==> src/rtl/common_types_pkg.sv <==
// Shared AHB-Lite encodings and timer register map used by the timer slave.
package common_types_pkg;

  typedef enum logic [1:0] {
    TransIdle   = 2'b00,
    TransBusy   = 2'b01,
    TransNonseq = 2'b10,
    TransSeq    = 2'b11
  } htrans_t;

  typedef enum logic {
    RespOkay  = 1'b0,
    RespError = 1'b1
  } hresp_t;

  typedef enum logic [2:0] {
    RegCtrl     = 3'd0,
    RegCount    = 3'd1,
    RegCompare  = 3'd2,
    RegStatus   = 3'd3,
    RegPrescale = 3'd4
  } timer_reg_e;

  localparam int unsigned CtrlEnBit         = 0;
  localparam int unsigned CtrlAutoReloadBit = 1;
  localparam int unsigned CtrlIrqEnBit      = 2;

  localparam logic [2:0] HSIZE_WORD = 3'b010;

  function automatic logic is_active(htrans_t t);
    return (t == TransNonseq) || (t == TransSeq);
  endfunction

endpackage

==> src/rtl/ahb_timer_slave_if.sv <==
// AHB-Lite slave-side signal bundle as seen from the bus multiplexor.
interface ahb_timer_slave_if;
  logic        hsel;
  logic [31:0] haddr;
  logic [1:0]  htrans;
  logic        hwrite;
  logic [2:0]  hsize;
  logic [2:0]  hburst;
  logic [31:0] hwdata;
  logic        hready;
  logic        hreadyout;
  logic [31:0] hrdata;
  logic        hresp;

  modport master (
    output hsel, haddr, htrans, hwrite, hsize, hburst, hwdata, hready,
    input  hreadyout, hrdata, hresp
  );

  modport slave (
    input  hsel, haddr, htrans, hwrite, hsize, hburst, hwdata, hready,
    output hreadyout, hrdata, hresp
  );
endinterface

==> src/rtl/timer_prescaler.sv <==
// Free-running prescaler: one-cycle tick every PRESCALE+1 enabled cycles.
module timer_prescaler #(
  parameter int unsigned PRESCALE_W = 16
) (
  input  logic                  clk,
  input  logic                  nrst,
  input  logic                  en_i,
  input  logic [PRESCALE_W-1:0] prescale_i,
  input  logic                  clr_i,
  output logic                  tick_o
);

  logic [PRESCALE_W-1:0] pcnt_q, pcnt_d;

  always_comb begin
    tick_o = en_i && (pcnt_q == prescale_i);
    pcnt_d = pcnt_q + PRESCALE_W'(1);
    if (!en_i || clr_i || tick_o) pcnt_d = '0;
  end

  always_ff @(posedge clk or negedge nrst) begin
    if (!nrst) pcnt_q <= '0;
    else       pcnt_q <= pcnt_d;
  end

endmodule

==> src/rtl/ahb_timer_slave.sv <==
// AHB-Lite timer peripheral: COUNT/COMPARE/STATUS/PRESCALE registers, zero-wait OKAY,
// two-cycle ERROR for illegal accesses, level interrupt on compare match.
module ahb_timer_slave
  import common_types_pkg::*;
#(
  parameter int unsigned PRESCALE_W = 16
) (
  input  logic                     clk,
  input  logic                     nrst,
  ahb_timer_slave_if.slave         bus,
  output logic                     irq
);

  typedef enum logic [1:0] {StOkay, StErr1, StErr2} bus_state_e;

  bus_state_e            state_q;
  logic                  hreadyout_q;
  hresp_t                hresp_q;
  logic                  dp_valid_q, dp_write_q;
  timer_reg_e            dp_off_q;
  logic                  en_q, autoreload_q, irqen_q, match_q, irq_q;
  logic [31:0]           count_q, compare_q;
  logic [PRESCALE_W-1:0] prescale_q;

  htrans_t     trans;
  logic        accept, illegal, wr_en, tick, cnt_eq, match_d;
  logic [31:0] count_d, rdata;
  logic        unused_bus;

  assign trans   = htrans_t'(bus.htrans);
  assign accept  = bus.hsel && bus.hready && is_active(trans);
  assign illegal = (bus.hsize != HSIZE_WORD) || (bus.haddr[1:0] != 2'b00) ||
                   (bus.haddr[4:2] > 3'(RegPrescale));
  assign wr_en   = dp_valid_q && dp_write_q && bus.hready;
  assign unused_bus = ^{bus.hburst, bus.haddr[31:5]};

  // Address phase is only sampled when the bus is ready; ERROR transfers never set valid.
  always_ff @(posedge clk or negedge nrst) begin
    if (!nrst) begin
      dp_valid_q <= 1'b0;
      dp_write_q <= 1'b0;
      dp_off_q   <= RegCtrl;
    end else if (bus.hready) begin
      dp_valid_q <= accept && !illegal;
      dp_write_q <= bus.hwrite;
      dp_off_q   <= timer_reg_e'(bus.haddr[4:2]);
    end
  end

  always_ff @(posedge clk or negedge nrst) begin
    if (!nrst) begin
      state_q     <= StOkay;
      hreadyout_q <= 1'b1;
      hresp_q     <= RespOkay;
    end else begin
      unique case (state_q)
        StErr1: begin
          state_q     <= StErr2;
          hreadyout_q <= 1'b1;
          hresp_q     <= RespError;
        end
        StOkay, StErr2: begin
          if (accept && illegal) begin
            state_q     <= StErr1;
            hreadyout_q <= 1'b0;
            hresp_q     <= RespError;
          end else begin
            state_q     <= StOkay;
            hreadyout_q <= 1'b1;
            hresp_q     <= RespOkay;
          end
        end
        default: begin
          state_q     <= StOkay;
          hreadyout_q <= 1'b1;
          hresp_q     <= RespOkay;
        end
      endcase
    end
  end

  timer_prescaler #(
    .PRESCALE_W (PRESCALE_W)
  ) u_prescaler (
    .clk        (clk),
    .nrst       (nrst),
    .en_i       (en_q),
    .prescale_i (prescale_q),
    .clr_i      (wr_en && (dp_off_q == RegPrescale)),
    .tick_o     (tick)
  );

  always_comb begin
    cnt_eq  = (count_q == compare_q);
    count_d = count_q;
    match_d = match_q;
    if (tick) count_d = (cnt_eq && autoreload_q) ? 32'd0 : count_q + 32'd1;
    if (wr_en && (dp_off_q == RegCount)) count_d = bus.hwdata;
    if (wr_en && (dp_off_q == RegStatus) && bus.hwdata[0]) match_d = 1'b0;
    // A match set in the same cycle as a W1C must survive the clear.
    if (tick && cnt_eq) match_d = 1'b1;
  end

  always_ff @(posedge clk or negedge nrst) begin
    if (!nrst) begin
      en_q         <= 1'b0;
      autoreload_q <= 1'b0;
      irqen_q      <= 1'b0;
      match_q      <= 1'b0;
      irq_q        <= 1'b0;
      count_q      <= '0;
      compare_q    <= '0;
      prescale_q   <= '0;
    end else begin
      count_q <= count_d;
      match_q <= match_d;
      irq_q   <= match_q && irqen_q;
      if (wr_en && (dp_off_q == RegCtrl)) begin
        en_q         <= bus.hwdata[CtrlEnBit];
        autoreload_q <= bus.hwdata[CtrlAutoReloadBit];
        irqen_q      <= bus.hwdata[CtrlIrqEnBit];
      end
      if (wr_en && (dp_off_q == RegCompare))  compare_q  <= bus.hwdata;
      if (wr_en && (dp_off_q == RegPrescale)) prescale_q <= bus.hwdata[PRESCALE_W-1:0];
    end
  end

  always_comb begin
    rdata = '0;
    if (dp_valid_q && !dp_write_q) begin
      case (dp_off_q)
        RegCtrl: begin
          rdata[CtrlEnBit]         = en_q;
          rdata[CtrlAutoReloadBit] = autoreload_q;
          rdata[CtrlIrqEnBit]      = irqen_q;
        end
        RegCount:    rdata = count_q;
        RegCompare:  rdata = compare_q;
        RegStatus:   rdata[0] = match_q;
        RegPrescale: rdata = 32'(prescale_q);
        default:     rdata = '0;
      endcase
    end
  end

  assign bus.hrdata    = rdata;
  assign bus.hreadyout = hreadyout_q;
  assign bus.hresp     = hresp_q;
  assign irq           = irq_q;

endmodule

==> src/flat_wrapper.sv <==
// flat-port wrapper written by rule: the top's interface ports become plain ports
module ahb_timer_slave_flat import common_types_pkg::*;
#(
  parameter int unsigned PRESCALE_W = 16
)
  (clk, nrst, irq, bus_hsel, bus_haddr, bus_htrans, bus_hwrite, bus_hsize, bus_hburst, bus_hwdata, bus_hready, bus_hreadyout, bus_hrdata, bus_hresp);
  ahb_timer_slave_if bus_i ();
  input  logic clk;
  input  logic nrst;
  output logic irq;
  input wire logic [$bits(bus_i.hsel)-1:0] bus_hsel;
  input wire logic [$bits(bus_i.haddr)-1:0] bus_haddr;
  input wire logic [$bits(bus_i.htrans)-1:0] bus_htrans;
  input wire logic [$bits(bus_i.hwrite)-1:0] bus_hwrite;
  input wire logic [$bits(bus_i.hsize)-1:0] bus_hsize;
  input wire logic [$bits(bus_i.hburst)-1:0] bus_hburst;
  input wire logic [$bits(bus_i.hwdata)-1:0] bus_hwdata;
  input wire logic [$bits(bus_i.hready)-1:0] bus_hready;
  output wire logic [$bits(bus_i.hreadyout)-1:0] bus_hreadyout;
  output wire logic [$bits(bus_i.hrdata)-1:0] bus_hrdata;
  output wire logic [$bits(bus_i.hresp)-1:0] bus_hresp;
  assign bus_i.hsel = bus_hsel;
  assign bus_i.haddr = bus_haddr;
  assign bus_i.htrans = bus_htrans;
  assign bus_i.hwrite = bus_hwrite;
  assign bus_i.hsize = bus_hsize;
  assign bus_i.hburst = bus_hburst;
  assign bus_i.hwdata = bus_hwdata;
  assign bus_i.hready = bus_hready;
  assign bus_hreadyout = bus_i.hreadyout;
  assign bus_hrdata = bus_i.hrdata;
  assign bus_hresp = bus_i.hresp;
  ahb_timer_slave #(.PRESCALE_W(PRESCALE_W)) u_core (.clk(clk), .nrst(nrst), .bus(bus_i), .irq(irq));
endmodule
==> config.mk <==
export PLATFORM = sky130hd
export DESIGN_NAME = ahb_timer_slave_flat
export DESIGN_NICKNAME = d
export VERILOG_FILES = /design/src/rtl/common_types_pkg.sv /design/src/rtl/ahb_timer_slave_if.sv /design/src/rtl/timer_prescaler.sv /design/src/rtl/ahb_timer_slave.sv /design/src/flat_wrapper.sv
export SDC_FILE = /design/constraint.sdc
export NUM_CORES = 1
export LEC_CHECK = 0
export CAP_MARGIN = 20
export CORE_MARGIN = 5
export CORE_UTILIZATION = 50
export CTS_BUF_LIST = sky130_fd_sc_hd__clkbuf_4 sky130_fd_sc_hd__clkbuf_8
export CTS_CLUSTER_DIAMETER = 200
export DETAILED_ROUTE_END_ITERATION = 16
export GPL_TIMING_DRIVEN = 0
export PLACE_DENSITY = 0.77
export SYNTH_ARGS = -nofsm -noshare
export SYNTH_HDL_FRONTEND = slang
export SYNTH_HIERARCHICAL = 1
export SYNTH_SLANG_ARGS = --single-unit
==> constraint.sdc <==
create_clock -name clk -period 3.8 [get_ports clk]
set_input_delay 0.38 -clock clk [delete_from_list [all_inputs] [get_ports clk]]
set_output_delay 0.38 -clock clk [all_outputs]
set_load 0.005 [all_outputs]
After elaboration in Yosys (flattened, before gate mapping)
Cells that the tools add are included.
{ "totals": {"out_inout_bits": 35, "input_bits": 77, "register_bits": 110} }
{ "op_classes": {"add_sub_neg": 2, "eq_ne": 11, "n_lt_le_gt_ge": 1, "n_reduce_logical": 31, "n_mux": 16} }
{ "ops": {"columns": ["operator", "count"], "rows": [
  ["$mux W32", 4],
  ["$pmux W29 S3", 1],
  ["$add A32 B1 Y32 const B", 1],
  ["$eq A32 B32 Y1", 1],
  ["$logic_and A1 B1 Y1", 17],
  ["$add A16 B1 Y16 const B", 1],
  ["$eq A16 B16 Y1", 1],
  ["$mux W16", 1],
  ["$pmux W2 S4", 1],
  ["$eq A2 B2 Y1 const B", 3],
  ["$eq A3 B2 Y1 const B", 2],
  ["$mux W1", 6],
  ["$reduce_bool A2 Y1", 3],
  ["$logic_or A1 B1 Y1", 5],
  ["$pmux W1 S5", 1],
  ["$pmux W2 S2", 1],
  ["$eq A3 B1 Y1 const B", 1],
  ["$eq A3 B3 Y1 const B", 1],
  ["$gt A3 B3 Y1 const B", 1],
  ["$logic_not A1 Y1", 3],
  ["$logic_not A3 Y1", 1],
  ["$ne A3 B2 Y1 const B", 1],
  ["$eq A2 B1 Y1 const B", 1],
  ["$logic_not A2 Y1", 1],
  ["2 further kinds", 2]
]} }

Depth between registers and ports, before layout
Gate-level depths: netlist of the first run.
{ "depth": {"word_depth": 6, "depth_mapped": 11, "mapped_depth_nobuf": 9} }

By module
The synthesis of the first run kept the hierarchy.
{ "modules_own_cells": {"columns": ["mod", "area_per_inst_um2", "instances", "cells_per_inst", "seq_area_each_um2"], "rows": [
  ["ahb_timer_slave", 5540.3, 1, 554, 2353.5],
  ["timer_prescaler", 940.9, 1, 99, 400.4]
]} }

Worst setup path before layout of the first run
No wires, ideal clock.
{ "synth_timing": {"path_type": "register to register", "from": "register u_core.u_prescaler.pcnt_q[2]", "to": "register u_core.count_q[28]", "required_time_ns": 3.677, "setup_slack_ns": 1.152, "path_stages_with_launch": 12, "n_path_buf": 2, "arrival_ns": 2.525, "cell_sequence": "dfrtp_1 -> xor2_1 -> nor4_1 -> nand2_1 -> nor4_1 -> clkbuf_1 -> and4_1 -> clkbuf_1 -> inv_1 -> nor4_2 -> mux2i_1 -> a21oi_1"} }
{ "synth_between": {"elab_chain_cells": 3} }
{ "synth_rtl": {"columns": ["item", "line_no", "text"], "rows": [
  ["from (decl)", "timer_prescaler.sv:13", "logic [PRESCALE_W-1:0] pcnt_q, pcnt_d;"],
  ["from (signal assigned)", "timer_prescaler.sv:23", "else pcnt_q <= pcnt_d;"],
  ["$eq A16 B16 Y1", "timer_prescaler.sv:16", "tick_o = en_i && (pcnt_q == prescale_i);"],
  ["$logic_and A1 B1 Y1", "timer_prescaler.sv:16", null],
  ["net u_core.tick", "ahb_timer_slave.sv:26", "logic accept, illegal, wr_en, tick, cnt_eq, match_d;"],
  ["$reduce_bool A2 Y1 (no source line)", null, null],
  ["to (signal assigned)", "ahb_timer_slave.sv:115", "count_q <= count_d;"],
  ["to (decl)", "ahb_timer_slave.sv:22", "logic [31:0] count_q, compare_q;"]
]} }
The timed path passes the listed nets, and every way through them passes these cells.
A chain may end at the register's enable or synchronous reset.

Final worst setup path of the first run
{ "layout_timing": {"from": "register u_core.u_prescaler.pcnt_q[8]", "to": "register u_core.count_q[16]"} }
Same word-level chain as after synthesis.

==> flow_metrics.env, run 1 <==
export IMPL_status="completed"
export IMPL_clkSinkCount=110
export IMPL_grt_overflow=0
export IMPL_relSlewSlack_pct=41.5
export IMPL_endpoint_kind="flip-flop"
export IMPL_critPathKind="reg -> reg"
export IMPL_worst_setup_path_start_kind="flip-flop"
export IMPL_r2r_end="u_core/count_q[16]"
export IMPL_grt_setup_unrepaired="no"
export IMPL_synth_flop_cell="dfrtp_1"
export IMPL_fin_nets=823
export IMPL_diodes=0
export IMPL_synth_nets=732
export IMPL_holdCritPathClass="in -> async"
export IMPL_stdcell_area_um2=7740
export IMPL_min_period_ps=3560
export IMPL_vias=5517
export IMPL_die_w_um=124
export IMPL_required_ps=4040
export IMPL_setup_viol=0
export IMPL_postCtsSetupBuffers=0
export IMPL_final_cell_mix="109 x dfrtp_1, 99 x nor2_1, 78 x clkdlybuf4s50_1"
export IMPL_cts_hold_buffers=0
export IMPL_syn_cell_area_um2=6480
export IMPL_grt_pass1_wl_mm=29.3
export IMPL_antenna_found_initial=0
export IMPL_gp_congestion=0.997
export IMPL_dp_hpwl_mm=13.9
export IMPL_root_buffer="clkbuf_8"
export IMPL_syn_inst=653
export IMPL_dieArea_um2=15300
export IMPL_grt_max_degree=62
export IMPL_start_util_pct=51.2
export IMPL_r2r_setup_slack_ps=240
export IMPL_crit_fanout=10
export IMPL_cts_tree="built"
export IMPL_yosysSeqAreaShare_pct=42.5
export IMPL_drive_above_1_share_pct=15.5
export IMPL_p_leak_nw=3.11
export IMPL_reg2reg_from="u_core/u_prescaler/pcnt_q[8]"
export IMPL_powerDensity_nw_per_um2=303
export IMPL_grt_total_usage_pct=24.9
export IMPL_ys_types=55
export IMPL_postRouteAntennaNets=0
export IMPL_die_y_um=124
export IMPL_ys_ff_latch=110
export IMPL_path_clk_slew_ps=100
export IMPL_drt_wl_total_mm=18.8
export IMPL_routedWlPerCell_um=20.4
export IMPL_layout_commonest_cell="dfrtp_1"
export IMPL_avgSynthCellArea_um2=9.93
export IMPL_drcViolationCount=0
export IMPL_worst_pin_slew_ps=871
export IMPL_grt_pass1_vias=5522
export IMPL_reg2regPathDepth=9
export IMPL_drt_initial_drc_count=594
export IMPL_fin_setup_tns_ps=0
export IMPL_hold_violations=0
export IMPL_drv_cap=0
export IMPL_slew_violations=0
export IMPL_ys_warn_count=6
export IMPL_via_per_inst=5.99
export IMPL_arrival_ps=3800
export IMPL_io_pins=112
export IMPL_drt_pass1_iterations=6
export IMPL_fillers=1089
export IMPL_postCtsResizedCells=0
export IMPL_ir_worst_vdd_uv=157
export IMPL_period_share_pct=93.7
export IMPL_max_freq_mhz=281
export IMPL_htreeDepth=3
export IMPL_placed_area_um2=7510
export IMPL_cts_max_path_buffers=2
export IMPL_clk_latency_ps=400
export IMPL_core_area_um2=12700
export IMPL_synth_edff_count=0
export IMPL_syn_to_final_growth_pct=19.4
export IMPL_finClkSkew_ps=16.1
export IMPL_async_reset_ff_share_pct=100
export IMPL_rows=41
export IMPL_cts_made_buffers=9
export IMPL_port_buffer_count=79
## final cells by class
cell class,count,area (um2),area share (%)
multi-input cells,485,3460,44.7
flip-flops and latches,110,2750,35.6
repair buffers,80,816,10.5
plain buffers,48,233,3.01
well taps,172,215,2.78
clock buffers,11,145,1.88
clock inverters,5,82.6,1.07
inverters,10,37.5,0.485
## registers in the layout (all words and copies together) (netlist names), 2 cells and up
| signal | cells |
|---|---|
| u_core/state_q | 2 |
| u_core/u_prescaler/pcnt_q | 16 |
| u_core/count_q | 32 |
| u_core/compare_q | 32 |
| u_core/prescale_q | 16 |
| u_core/dp_off_q | 3 |
## layer usage
metal  share of wire [%]  global-route usage, %  wire [um]  vias to the layer above
met1                  45                   35.0       8390                     2745
met3                 6.8                   3.63       1280                       24
met4                 1.9                   8.51        361                        0
li1                    -                      -          -                     2519
met5                   0                      0          0                        -
met2                  47                   39.4       8770                      229
## kinds of logic after synthesis
group	Yosys count	synth area share (%)
buffers and inverters	58	4.17
flip-flops	110	42.5
XOR/XNOR	85	11.5
AO/OA/AOI/OAI	94	10.6
AND/OR/NAND/NOR	244	20.5
adder cells (fa/ha/maj)	2	0.386
multiplexers	60	10.3
## power breakdown
group / total [mW] / switching [mW] / leakage, nW / internal (mW)
Combinational: 0.286 / 0.160 / 1.60 / 0.126
Clock: 0.816 / 0.418 / 0.117 / 0.398
Sequential: 1.25 / 0.0458 / 1.39 / 1.20
## synth_stat cells (3+ instances only)
master	number	area [um2]
a211oi_1	18	135
a211oi_2	3	37.5
a21oi_1	20	100
a22oi_1	29	218
and2_1	6	37.5
and3_1	9	56.3
and4_1	6	52.6
buf_2	18	90.1
buf_6	4	45.0
clkbuf_1	25	93.8
dfrtp_1	109	2730
inv_1	10	37.5
mux2_2	54	608
mux2i_1	5	50.1
nand2_1	19	71.3
nand3_1	21	105
nand4_1	25	156
nor2_1	99	372
nor2b_1	4	25.0
nor3_1	10	50.1
nor4_1	16	100
nor4_2	3	37.5
nor4_4	3	63.8
o21ai_0	5	25.0
o311ai_1	7	61.3
o31ai_1	3	22.5
or3_1	6	37.5
xnor2_1	25	219
xor2_1	60	526
## worst max-delay path, stage by stage, from the launching register on
cell and delay (ps):
dfrtp_1 470, xor2_1 190, nor4_1 350, nand2_1 180, nor4_1 420, clkbuf_1 370
clkbuf_1 450, nand3_1 140, nor3_1 690, nor3_1 160
## worst max-delay path by stage
stage | startpoint | endpoint | slack [ps]
6_report | u_core/u_prescaler/pcnt_q[8] | u_core/count_q[16] | 240
5_1_grt | u_core/u_prescaler/pcnt_q[8] | u_core/count_q[2] | 130
3_3_place_gp | nrst | u_core/prescale_q[14] | -1920
3_5_place_dp | u_core/u_prescaler/pcnt_q[8] | u_core/count_q[16] | 400
4_1_cts | u_core/u_prescaler/pcnt_q[8] | u_core/count_q[16] | 370
2_1_floorplan | u_core/u_prescaler/pcnt_q[2] | u_core/count_q[28] | 1150
## through the flow
step | power [mW] | worst slack (ps) | utilization, % | hold slack (ps) | cells
2_1_floorplan | 1.40 | 1150 | - | 84.4 | 653
3_3_place_gp | 1.54 | -1920 | 59.1 | 395 | 904
3_5_place_dp | 1.55 | 397 | 59.3 | 404 | 905
4_1_cts | 2.36 | 372 | 61.1 | 46.3 | 921
5_1_grt | 2.44 | 129 | 61.1 | 79.4 | 921
6_report | 2.35 | 241 | 61.1 | 29.4 | 921
(Power assumes the default switching activity.)
==> inputs of run 2 (changes only) <==
--- a/config.mk
+++ b/config.mk
@@ -5,10 +5,9 @@
 export SDC_FILE = /design/constraint.sdc
 export NUM_CORES = 1
 export LEC_CHECK = 0
-export CAP_MARGIN = 20
 export CORE_MARGIN = 5
 export CORE_UTILIZATION = 50
-export CTS_BUF_LIST = sky130_fd_sc_hd__clkbuf_4 sky130_fd_sc_hd__clkbuf_8
+export CTS_BUF_LIST = sky130_fd_sc_hd__clkbuf_8
 export CTS_CLUSTER_DIAMETER = 200
 export DETAILED_ROUTE_END_ITERATION = 16
 export GPL_TIMING_DRIVEN = 0
==> run 2 against run 1 <==
Against the previous run: final area down 0.58%; die area stayed put; first-iteration DRC count fell by 26%; clock power down 13%; largest power group unchanged.
==> flow_metrics.env, run 2 (synthesized netlist as in run 1, its figures left out) <==
export IMPL_reg_top3="u_core/compare_q x32, u_core/count_q x32"
export IMPL_fin_nets=823
export IMPL_via_per_inst=5.95
export IMPL_holdWs_ps=17.1
export IMPL_start_util_pct=51.2
export IMPL_antenna_found_initial=0
export IMPL_fin_setup_tns_ps=0
export IMPL_vias=5478
export IMPL_grt_met1_usage_pct=35.0
export IMPL_root_buffer="clkbuf_8"
export IMPL_rows=41
export IMPL_grt_total_usage_pct=24.8
export IMPL_die_y_um=124
export IMPL_clkSinkCount=110
export IMPL_clk_latency_ps=410
export IMPL_postCtsSetupBuffers=0
export IMPL_cts_max_path_buffers=2
export IMPL_grt_overflow=0
export IMPL_path_clk_slew_ps=110
export IMPL_port_buffer_count=79
export IMPL_use_met3_pct=4.27
export IMPL_die_w_um=124
export IMPL_drt_initial_drc_count=439
export IMPL_diodes=0
export IMPL_arrival_ps=3760
export IMPL_min_period_ps=3500
export IMPL_powerDensity_nw_per_um2=291
export IMPL_busiest_layer="met2"
export IMPL_relSlewSlack_pct=43.0
export IMPL_drt_wl_total_mm=18.5
export IMPL_layout_commonest_cell="dfrtp_1"
export IMPL_p_leak_nw=3.08
export IMPL_finClkSkew_ps=15.5
export IMPL_dp_hpwl_mm=13.9
export IMPL_postCtsResizedCells=0
export IMPL_worst_setup_path_start_kind="flip-flop"
export IMPL_max_freq_mhz=286
export IMPL_crit_chain="xor2_1 -> nor4_1 -> nand2_1 -> nor4_1 -> clkbuf_1 -> clkbuf_1 -> nand3_1 -> nor3_1 -> nor3_1"
export IMPL_dieArea_um2=15300
export IMPL_multi_input_comb_area_um2=3460
export IMPL_worst_pin_slew_ps=849
export IMPL_post_place_ws_ps=408
export IMPL_drt_pass1_iterations=5
export IMPL_critPathKind="reg -> reg"
export IMPL_cts_made_buffers=9
export IMPL_cp_slowest_cell="nor3_1"
export IMPL_final_util_pct=60.7
export IMPL_worstPathBufferInverterCount=2
export IMPL_period_share_pct=92.2
export IMPL_drv_cap=0
export IMPL_ir_worst_vdd_uv=201
export IMPL_drive_above_1_share_pct=15.5
export IMPL_seqCellArea_um2=2750
export IMPL_htreeDepth=3
export IMPL_use_met2_pct=39.0
export IMPL_hold_violations=0
export IMPL_slew_violations=0
export IMPL_setup_viol=0
export IMPL_final_cell_mix="109 x dfrtp_1, 99 x nor2_1, 78 x clkdlybuf4s50_1"
export IMPL_syn_to_final_growth_pct=18.7
export IMPL_grt_setup_unrepaired="no"
export IMPL_r2r_setup_slack_ps=300
export IMPL_grt_pass1_vias=5435
export IMPL_crit_family="simple AND/OR/NAND/NOR gates"
export IMPL_routedWlPerCell_um=20.1
export IMPL_worst_slack_ps=298
export IMPL_cts_tree="built"
export IMPL_gp_congestion=0.997
export IMPL_cp_slowest_stage_delay_ps=670
export IMPL_fillers=1105
export IMPL_postRouteAntennaNets=0
export IMPL_crit_fanout=10
export IMPL_io_pins=112
export IMPL_required_ps=4060
export IMPL_status="completed"
export IMPL_endpoint_kind="flip-flop"
export IMPL_grt_max_degree=62
export IMPL_cts_hold_buffers=0
export IMPL_core_area_um2=12700
export IMPL_grt_pass1_wl_mm=29.2
export IMPL_holdCritPathClass="in -> async"
export IMPL_drcViolationCount=0
==> run 2: per-stage QoR <==
step	total power, mW	cells	area, um2
detailed placement	1.55	905	7510
CTS	2.24	921	7690
global route	2.32	921	7690
floorplan	1.40	653	6480
global placement	1.54	904	7490
finish	2.24	921	7690
==> run 2: layer usage <==
metal / up-vias / part of all wire, %
li1: 2512 / -
met1: 2741 / 45
met2: 199 / 47
met3: 26 / 6.3
met4: 0 / 1.8
met5: - / 0
==> run 2: worst paths after layout <==
kind                                               from                   end  cells after the start
setup / recovery           u_core/u_prescaler/pcnt_q[8]    u_core/count_q[16]                      9
setup reg to reg           u_core/u_prescaler/pcnt_q[8]    u_core/count_q[16]                      9
max in group asynchronous                          nrst  u_core/bus.hreadyout                      2
hold / removal                                     nrst  u_core/compare_q[30]                      1
hold reg to reg                       u_core/state_q[1]     u_core/state_q[1]                      1
min in group clk                             bus_hready     u_core/dp_valid_q                      2
==> run 2: worst register-to-register path, delay by kind of cell (launching register included) <==
family | cells | cell delay, ps
flops | 1 | 470
xor+xnor | 1 | 190
buf+inv | 2 | 800
simple gates | 6 | 1900
==> run 2: layout make-up <==
| type | count | share of cell area (%) |
|---|---|---|
| flip-flops and latches | 110 | 35.8 |
| multi-input cells | 485 | 44.9 |
| repair buffers | 80 | 10.6 |
| inverters | 10 | 0.488 |
| plain buffers | 48 | 3.02 |
| clock buffers | 10 | 1.79 |
| well taps | 172 | 2.80 |
| clock inverters | 6 | 0.585 |
==> run 2: report_power, final <==
group	internal (mW)	switching, mW
Clock	0.260	0.446
Combinational	0.127	0.160
Sequential	1.20	0.0451
Total	1.59	0.650
